File: config.mk
export PLATFORM = sky130hd
export DESIGN_NAME = alu_issue_stage
export DESIGN_NICKNAME = d
export VERILOG_FILES = /design/src/rtl/alu_issue_stage_pkg.sv /design/src/rtl/alu_regfile.sv /design/src/rtl/alu_issue_stage.sv
export SDC_FILE = /design/constraint.sdc
export NUM_CORES = 1
export LEC_CHECK = 0
export ABC_AREA = 1
export CORE_UTILIZATION = 53
export DETAILED_ROUTE_END_ITERATION = 12
export PLACE_DENSITY = 0.74
export SLEW_MARGIN = 20
export SYNTH_ARGS = -nofsm -noshare
export SYNTH_HDL_FRONTEND = slang
export SYNTH_SLANG_ARGS = --single-unit
File: constraint.sdc
create_clock -name clk -period 4.3 [get_ports clk]
set_input_delay 1.29 -clock clk [delete_from_list [all_inputs] [get_ports clk]]
set_output_delay 1.29 -clock clk [all_outputs]
set_load 0.005 [all_outputs]
File: src/rtl/alu_issue_stage_pkg.sv
// -----------------------------------------------------------------------------
// alu_issue_stage_pkg
//
// Shared definitions for the issue stage of the 16-bit processor:
//   - ALU opcode encoding (must match the downstream combinational ALU)
//   - instruction field bit positions
//   - register address width
//   - decoded-instruction record and the decode helper that fills it
//
// Instruction word layout:
//   [15:13] op   [12:10] rd   [9:7] rs1   [6] i
//   i = 0 : [5:3] rs2, [2:0] ignored
//   i = 1 : [5:0] imm6, zero-extended to form operand B
// -----------------------------------------------------------------------------
package alu_issue_stage_pkg;

   // Eight architectural registers; r0 is hardwired to zero.
   localparam int REG_AW = $clog2(8);

   // Width of the instruction word and of its sub-fields.
   localparam int INSTR_W = 16;
   localparam int OP_W    = 3;
   localparam int IMM_W   = 6;

   // Field least-significant bit positions within the instruction word.
   localparam int OP_LSB      = 13;
   localparam int RD_LSB      = 10;
   localparam int RS1_LSB     = 7;
   localparam int IMM_SEL_BIT = 6;
   localparam int RS2_LSB     = 3;
   localparam int IMM6_LSB    = 0;

   // ALU opcode encoding shared with the execute unit.
   typedef enum logic [OP_W-1:0] {
      OP_ADD = 3'b000,
      OP_SUB = 3'b001,
      OP_AND = 3'b010,
      OP_OR  = 3'b011,
      OP_XOR = 3'b100,
      OP_SLT = 3'b101,
      OP_SHL = 3'b110,
      OP_SHR = 3'b111
   } alu_op_e;

   // Instruction after field extraction. rs2 and imm6 overlap in the
   // encoding; imm_sel decides which one is meaningful.
   typedef struct packed {
      alu_op_e           op;
      logic [REG_AW-1:0] rd;
      logic [REG_AW-1:0] rs1;
      logic [REG_AW-1:0] rs2;
      logic              imm_sel;
      logic [IMM_W-1:0]  imm6;
   } decoded_t;

   // Pure field extraction; no validity checks are needed because every
   // opcode value is defined.
   function automatic decoded_t decode_instr(input logic [INSTR_W-1:0] word);
      decoded_t d;
      d.op      = alu_op_e'(word[OP_LSB +: OP_W]);
      d.rd      = word[RD_LSB +: REG_AW];
      d.rs1     = word[RS1_LSB +: REG_AW];
      d.rs2     = word[RS2_LSB +: REG_AW];
      d.imm_sel = word[IMM_SEL_BIT];
      d.imm6    = word[IMM6_LSB +: IMM_W];
      return d;
   endfunction

endpackage

File: src/rtl/alu_regfile.sv
// -----------------------------------------------------------------------------
// alu_regfile
//
// REG_COUNT x DW architectural register file for the issue stage.
//   - two combinational read ports (operand A / operand B)
//   - one combinational debug read port
//   - one synchronous write port; writes to r0 are suppressed
//   - r0 always reads as zero on every port
//   - asynchronous active-low reset clears every register
//
// A write on a rising edge becomes visible on the read ports only after that
// edge; reads in the same cycle as the write return the old contents.
//
// Ports:
//   clk       in   rising-edge clock
//   rst_n     in   asynchronous active-low reset
//   ra_addr   in   read port A address
//   ra_data   out  read port A data
//   rb_addr   in   read port B address
//   rb_data   out  read port B data
//   dbg_addr  in   debug read address
//   dbg_data  out  debug read data
//   we        in   write enable
//   waddr     in   write address
//   wdata     in   write data
// -----------------------------------------------------------------------------
module alu_regfile #(
   parameter int REG_COUNT = 8,
   parameter int DW        = 16
) (
   input  logic                         clk,
   input  logic                         rst_n,
   input  logic [$clog2(REG_COUNT)-1:0] ra_addr,
   output logic [DW-1:0]                ra_data,
   input  logic [$clog2(REG_COUNT)-1:0] rb_addr,
   output logic [DW-1:0]                rb_data,
   input  logic [$clog2(REG_COUNT)-1:0] dbg_addr,
   output logic [DW-1:0]                dbg_data,
   input  logic                         we,
   input  logic [$clog2(REG_COUNT)-1:0] waddr,
   input  logic [DW-1:0]                wdata
);

   localparam int AW = $clog2(REG_COUNT);

   logic [DW-1:0] regs [REG_COUNT];

   // NOTE: the array is small and architecturally required to read zero after
   // reset, so it is built from resettable flops rather than a RAM macro.
   always_ff @(posedge clk or negedge rst_n) begin
      if (!rst_n) begin
         for (int i = 0; i < REG_COUNT; i++) begin
            regs[i] <= '0;
         end
      end else if (we && (waddr != AW'(0))) begin
         regs[waddr] <= wdata;
      end
   end

   // r0 is masked on the read side as well, so it reads zero regardless of
   // what the storage slot holds.
   assign ra_data  = (ra_addr  == AW'(0)) ? '0 : regs[ra_addr];
   assign rb_data  = (rb_addr  == AW'(0)) ? '0 : regs[rb_addr];
   assign dbg_data = (dbg_addr == AW'(0)) ? '0 : regs[dbg_addr];

endmodule

File: src/rtl/alu_issue_stage.sv
// -----------------------------------------------------------------------------
// alu_issue_stage
//
// Issue/operand stage of the 16-bit processor. Each cycle it may accept one
// instruction, decode it, read its operands from the register file (or take
// them from the ALU result when the previous instruction writes the same
// register), and load them into the EX register that feeds the combinational
// ALU. The ALU result and zero flag come back the following edge and are
// written into the register file and the zero flag register.
//
// Timing: accepted at edge N -> operands at the ALU after N -> result written
// at edge N+1. Back-to-back dependent instructions never stall thanks to the
// forwarding path from alu_result.
//
// Ports:
//   clk          in   rising-edge clock
//   rst_n        in   asynchronous active-low reset
//   instr        in   instruction word
//   instr_valid  in   instr is valid this cycle
//   instr_ready  out  stage accepts instr this cycle (= ~hold)
//   hold         in   freezes EX register, register file and zero flag
//   alu_a        out  registered operand A
//   alu_b        out  registered operand B
//   alu_op       out  registered ALU opcode
//   alu_valid    out  EX register holds a valid instruction
//   alu_result   in   combinational ALU result
//   alu_zero     in   combinational ALU zero flag
//   zero_flag    out  zero flag of the last retired instruction
//   dbg_addr     in   debug register read address
//   dbg_data     out  debug register read data (r0 reads 0)
// -----------------------------------------------------------------------------
module alu_issue_stage
   import alu_issue_stage_pkg::*;
#(
   parameter int REG_COUNT = 8,
   parameter int DW        = 16
) (
   input  logic              clk,
   input  logic              rst_n,
   input  logic [15:0]       instr,
   input  logic              instr_valid,
   output logic              instr_ready,
   input  logic              hold,
   output logic [DW-1:0]     alu_a,
   output logic [DW-1:0]     alu_b,
   output logic [2:0]        alu_op,
   output logic              alu_valid,
   input  logic [DW-1:0]     alu_result,
   input  logic              alu_zero,
   output logic              zero_flag,
   input  logic [REG_AW-1:0] dbg_addr,
   output logic [DW-1:0]     dbg_data
);

   decoded_t          dec;
   logic [DW-1:0]     rs1_data;
   logic [DW-1:0]     rs2_data;
   logic [DW-1:0]     op_a;
   logic [DW-1:0]     op_b;
   logic              fwd_a;
   logic              fwd_b;
   logic [REG_AW-1:0] ex_rd;
   logic              ex_live;
   logic              wb_en;

   // ---------------------------------------------------------------------------
   // Decode
   // ---------------------------------------------------------------------------
   assign dec = decode_instr(instr);

   // The only stall source is the external hold.
   assign instr_ready = ~hold;

   // The EX instruction retires on any edge where it is valid and not held.
   // It only produces a register write when its destination is not r0.
   assign ex_live = alu_valid & ~hold;
   assign wb_en   = ex_live & (ex_rd != '0);

   // ---------------------------------------------------------------------------
   // Register file
   // ---------------------------------------------------------------------------
   alu_regfile #(
      .REG_COUNT (REG_COUNT),
      .DW        (DW)
   ) u_regfile (
      .clk      (clk),
      .rst_n    (rst_n),
      .ra_addr  (dec.rs1),
      .ra_data  (rs1_data),
      .rb_addr  (dec.rs2),
      .rb_data  (rs2_data),
      .dbg_addr (dbg_addr),
      .dbg_data (dbg_data),
      .we       (wb_en),
      .waddr    (ex_rd),
      .wdata    (alu_result)
   );

   // ---------------------------------------------------------------------------
   // Operand selection with forwarding
   //
   // The instruction in EX has not reached the register file yet, so a source
   // that names its destination must take alu_result directly. r0 is never a
   // forward source: an EX instruction targeting r0 writes nothing.
   // ---------------------------------------------------------------------------
   // NOTE: every signal is given a value before any condition so no path
   // through the block leaves a signal unassigned (which would infer a latch).
   always_comb begin
      fwd_a = 1'b0;
      fwd_b = 1'b0;
      op_a  = rs1_data;
      op_b  = rs2_data;

      if (alu_valid && (ex_rd != '0)) begin
         fwd_a = (dec.rs1 == ex_rd);
         fwd_b = !dec.imm_sel && (dec.rs2 == ex_rd);
      end

      if (fwd_a) begin
         op_a = alu_result;
      end

      if (dec.imm_sel) begin
         op_b = {{(DW-IMM_W){1'b0}}, dec.imm6};
      end else if (fwd_b) begin
         op_b = alu_result;
      end
   end

   // ---------------------------------------------------------------------------
   // EX register
   //
   // A bubble only clears alu_valid; the operand registers keep stale values
   // since nothing downstream looks at them without alu_valid.
   // ---------------------------------------------------------------------------
   // NOTE: state is updated with non-blocking assignments so every flop samples
   // pre-edge values, independent of statement order.
   always_ff @(posedge clk or negedge rst_n) begin
      if (!rst_n) begin
         alu_a     <= '0;
         alu_b     <= '0;
         alu_op    <= 3'b000;
         alu_valid <= 1'b0;
         ex_rd     <= '0;
      end else if (!hold) begin
         alu_valid <= instr_valid;
         if (instr_valid) begin
            alu_a  <= op_a;
            alu_b  <= op_b;
            alu_op <= dec.op;
            ex_rd  <= dec.rd;
         end
      end
   end

   // ---------------------------------------------------------------------------
   // Zero flag
   //
   // Updated by every retiring instruction, including those targeting r0, so
   // an r0 destination can be used as a pure compare.
   // ---------------------------------------------------------------------------
   always_ff @(posedge clk or negedge rst_n) begin
      if (!rst_n) begin
         zero_flag <= 1'b0;
      end else if (ex_live) begin
         zero_flag <= alu_zero;
      end
   end

endmodule

---- Yosys cells after proc, flatten, opt, wreduce, memory -nomap -nowiden ----
Index checks and enable logic that the tools add are counted.
Widths: inputs -> output; s select.
operators by class
  $lt $le $gt $ge ......................... 5
  equal/unequal tests ..................... 2
  muxes and demuxes ....................... 20
  bitwise operators ....................... 7
  reduce and logical (&&, ||, !) cells .... 10
operator list
  kind                number
  $mux 16             13
  $bmux 16 s3         3
  $bwmux 128          1
  $demux 16 s3        1
  $ge 4x4->1 const B  4
  $not 3->4           4
  $logic_not 3->1     3
  $eq 3x3->1          2
  $logic_and 1x1->1   4
  $lt 4x1->1 const B  1
  $reduce_bool 3->1   1
  $and 1x1->1         2
  $mux 1              2
  $reduce_and 2->1    1
  $logic_not 1->1     1
  $not 1->1           1
storage, ports and cells
  register bits after elaboration ......... 168
  input port bits ......................... 40
  output and inout port bits .............. 54

---- Depth between registers and ports, before layout ----
  word-level depth ........................ 7
  mapped depth ............................ 12

---- Cells and area by module ----
A second synthesis with hierarchy kept.
second synthesis, totals
  cells, all modules ...................... 1731
  area, all modules ....................... 11121.9 um^2
by module, submodules not included
  module           times used  cells each  area each (um^2)
  alu_regfile      1           1395        8784.7
  alu_issue_stage  1           336         2337.2

---- Least setup slack after synthesis ----
Ideal clock, no wire load.
  kind .................................... in2out
  from .................................... in dbg_addr[0]
  to ...................................... out dbg_data[10]
  arrival ................................. 2.177 ns
  required time ........................... 3.010 ns
  slack ................................... 0.833 ns
  stages .................................. 8
  buffers on the path ..................... 3
  cells stage by stage .................... buf_4 -> inv_2 -> buf_4 -> buf_2 -> a21oi_1 -> o21ai_0 -> a21oi_1 -> a21o_1
on the way
  word-level cells in the longest chain between the ends .. 5
  elaborated cells between the ends (all ways) .. 6
  classes of those cells .................. mux (4); bitwise (1); reduce/logical (1)
RTL lines
  element                                      RTL line               RTL
  start: declaration                           alu_issue_stage.sv:51  input logic [REG_AW-1:0] dbg_addr,
  $not 3->4 (implied by the code)              alu_regfile.sv:64      assign dbg_data = (dbg_addr == AW'(0)) ? '0 : regs[dbg_addr];
  $bmux 16 s3                                  alu_regfile.sv:64
  $mux 16 (implied by the code) (2 in series)  alu_regfile.sv:64
  $mux 16 (*)                                  alu_regfile.sv:64
  end: declaration                             alu_issue_stage.sv:52  output logic [DW-1:0] dbg_data
Every way passes the cells marked *; elsewhere a longest branch is shown, timed or not. The select of a mux whose other input is x is not followed.

---- Final worst setup path ----
  from .................................... in dbg_addr[2]
  to ...................................... out dbg_data[15]
The elaborated chain is that of the path after synthesis.

==> reports/qor.yml <==
layout:
  drive_gt1_share_pct: 7.29
  nets: 1717
  nFillCells: 1827
  area_growth_pct: 16.0
  final_cell_area_um2: 12400
  diodes: 0
  fin_util_pct: 63.2
  multi_input_area_um2: 5250
  ff_latch_area_um2: 4200
clock_tree:
  numCtsBuffers: 17
  cts.sinks: 168
  clkSlewWorstSetupHoldPaths_ps: 60
  root_buffer: "clkbuf_16"
  ctsHtreeMaxLevel: 4
  clockBufferDepth: 2
  clk_latency_ps: 430
  cts-hold-fix-buffers: 0
  cts_tree: "yes"
  post_cts_buffers: 0
yosys:
  synth.distinct_cells: 27
  yosysSeqAreaShare_pct: 39.2
  syn_nets: 1682
  yosysWarnings: 0
  ys_ff_latch: 168
  syn_avg_cell_area_um2: 6.53
  syn-cell-area_um2: 10700
  syn-instance-count: 1642
place:
  placed_area_um2: 11800
  detailed_place_hpwl_um: 23100
  port_buffers: 93
  place_ws_ps: -179
  gp_congestion: 0.938
sta:
  skew_ps: 9.40
  fin_crit_ps: 4250
  worstMarginPinSlew_ps: 842
  maxSlewHeadroom_pct: 43.9
  fin_ws_ps: 49.1
  rsz0062_at_grt: "no"
  timing.setup.tns_ps: 0
  finalSetupViolCount: 0
  period_share_pct: 98.9
  fmaxAchievable_ghz: 0.235
  hold_viol: 0
  report.final.slew_viol_count: 0
worst_setup_path:
  crit_family: "buffers and inverters"
  crit_top_cell: "clkdlybuf4s50_1"
  path_cells: "clkdlybuf4s50_1 -> buf_4 -> a21oi_4 -> buf_12 -> a21o_1 -> clkdlybuf4s50_1"
  slowest_delay_ps: 530
  cpMaxStageDelayCell: "clkdlybuf4s50_1"
  crit_fanout: 9
  reg2reg_slack_ps: 2130
  critPathCaptureType: "output pin"
  arrival_ps: 2960
  worstSetupPathType: "input port to output pin"
  cp.buffers_inverters: 4
  cp-start-kind: "input port"
  critPathRequiredTime_ps: 3010
global_route:
  grt_pass1_vias: 10500
  overflow: 0
  grt_pass1_wl_um: 56100
  grt_antenna_before_repair: 0
  grt_usage_pct: 36.1
  grt_max_degree: 85
routing:
  dr.pass1.iters: 6
  drcViolationCount: 0
  drtIter0Drc: 1223
  ant_nets: 0
  vias: 11100
  drt-total-wl_um: 36100
  wl_per_cell_um: 18.5
  vias_per_cell: 5.70
power:
  leakage_nw: 6.50
  power_mw: 6.04
  ir_worst_vdd_mv: 0.296
  power_density_nw_per_um2: 486
floorplanning:
  start_util_pct: 54.5
  num_io_pins: 94
  dieArea_um2: 20800
  core_um2: 19700
  rows: 51
  die_y_um: 144
  die_w_um: 144
run:
  maxCapViolCount: 0
worst_hold_path:
  min_path_type: "flop to flop"
run_status:
  status: "complete, no violations"
Yosys cell counts:
| cell type | number | area share [%] |
|---|---|---|
| nand3_2 | 2 | 0.19 |
| nor2_8 | 1 | 0.19 |
| buf_6 | 8 | 0.84 |
| buf_1 | 7 | 0.25 |
| clkinv_1 | 2 | 0.070 |
| a31oi_1 | 1 | 0.058 |
| a21oi_1 | 84 | 3.9 |
| nor2_1 | 65 | 2.3 |
| o21ai_0 | 172 | 8.0 |
| inv_2 | 9 | 0.32 |
| a21o_1 | 15 | 1.1 |
| inv_1 | 158 | 5.5 |
| dfrtp_1 | 168 | 39 |
| buf_4 | 12 | 0.84 |
| xnor2_1 | 3 | 0.25 |
| clkbuf_1 | 44 | 1.5 |
| nor3_4 | 3 | 0.46 |
| a21oi_4 | 1 | 0.15 |
| and2_1 | 1 | 0.058 |
| nand2_1 | 628 | 22 |
| nand4_2 | 1 | 0.12 |
| o21ai_1 | 5 | 0.23 |
| a21oi_2 | 14 | 1.1 |
| nor2_2 | 10 | 0.58 |
| buf_2 | 51 | 2.4 |
| nand3_1 | 175 | 8.2 |
| inv_4 | 2 | 0.12 |
metal layers:
| layer | GRT usage (%) | vias up | wire, um | part of all wire [%] |
|---|---|---|---|---|
| li1 | - | 5215 | - | - |
| met2 | 55.4 | 665 | 16300 | 45 |
| met1 | 44.7 | 5093 | 13800 | 38 |
| met3 | 7.81 | 165 | 3410 | 9.5 |
| met4 | 26.8 | 0 | 2600 | 7.2 |
| met5 | 0 | - | 0 | 0 |
kinds of logic (layout without fill, tap and decap cells):
| group | after synthesis | in the layout | share of synthesized area, % |
|---|---|---|---|
| AOI/OAI and AO/OA | 292 | 292 | 14.6 |
| xor gates and xnor gates | 3 | 3 | 0.245 |
| buffers and inverters | 293 | 339 | 11.9 |
| DFF | 168 | 168 | 39.2 |
| and+or+nand+nor | 886 | 886 | 34.0 |
state kept, by name, summed over array words and instances, names as in the netlist:
signal          flops
u_regfile.regs    128
alu_a              16
alu_b              16
alu_op              3
ex_rd               3
alu_valid           1
zero_flag           1
metrics by stage:
stage / cells / hold WS (ps)
floorplan: 1642 / 429
global placement: 1923 / 367
detailed placement: 1923 / 368
CTS: 1953 / 383
global route: 1953 / 391
finish: 1953 / 383
worst paths after layout:
check | depth (start not counted) | endpoint | start
setup / recovery | 6 | dbg_data[15] | dbg_addr[2]
hold / removal | 0 | u_regfile.regs[126] | u_regfile.regs[126]
setup reg to reg | 7 | alu_a[10] | ex_rd[2]
hold reg to reg | 0 | u_regfile.regs[126] | u_regfile.regs[126]
max in group asynchronous | 2 | u_regfile.regs[75] | rst_n
min in group asynchronous | 1 | u_regfile.regs[87] | rst_n
cell type report:
| type | count | area share, % |
|---|---|---|
| Clock buffer | 19 | 3.48 |
| Timing Repair Buffer | 138 | 11.1 |
| Sequential cell | 168 | 33.8 |
| Tap cell | 265 | 2.67 |
| Multi-Input combinational cell | 1181 | 42.3 |
| Inverter | 171 | 5.21 |
| Clock inverter | 11 | 1.41 |
report_power, final:
group | switching [mW] | leakage [nW] | internal, mW | total [mW]
clock network | 0.655 | 0.289 | 0.969 | 1.62
logic | 1.29 | 4.10 | 0.765 | 2.06
registers | 0.282 | 2.11 | 2.07 | 2.35
total | 2.23 | 6.50 | 3.81 | 6.04
worst register-to-register path, stage by stage (launching register included):
cell and delay [ps]:
dfrtp_1 570, nor2_2 110, a21oi_4 360, nand4_2 460, buf_12 330, nor2_1 110
nor2_1 60, a21oi_2 110
placed cells by master, fill, tap and decap left out, drive strengths merged:
master         netlist  final
nor2                76     76
clkinv               2      5
clkbuf              44     19
buf                 78     49
clkdlybuf4s50        0     86
dfrtp              168    168
and2                 1      1
nand2              628    628
dlymetal6s2s         0      2
xnor2                3      3
nand4                1      1
inv                169    171
dlygate4sd2          0      1
a21o                15     15
a31oi                1      1
a21oi               99     99
clkinvlp             0      2
nor3                 3      3
nand3              177    177
bufinv               0      4
o21ai              177    177
repair_timing:
action / in CTS / in global routing
pin swaps: 0 / 2
resized for setup: 4 / 6
endpoints found under the setup margin: 16 / 9
Power figures use the tool's default switching activity.
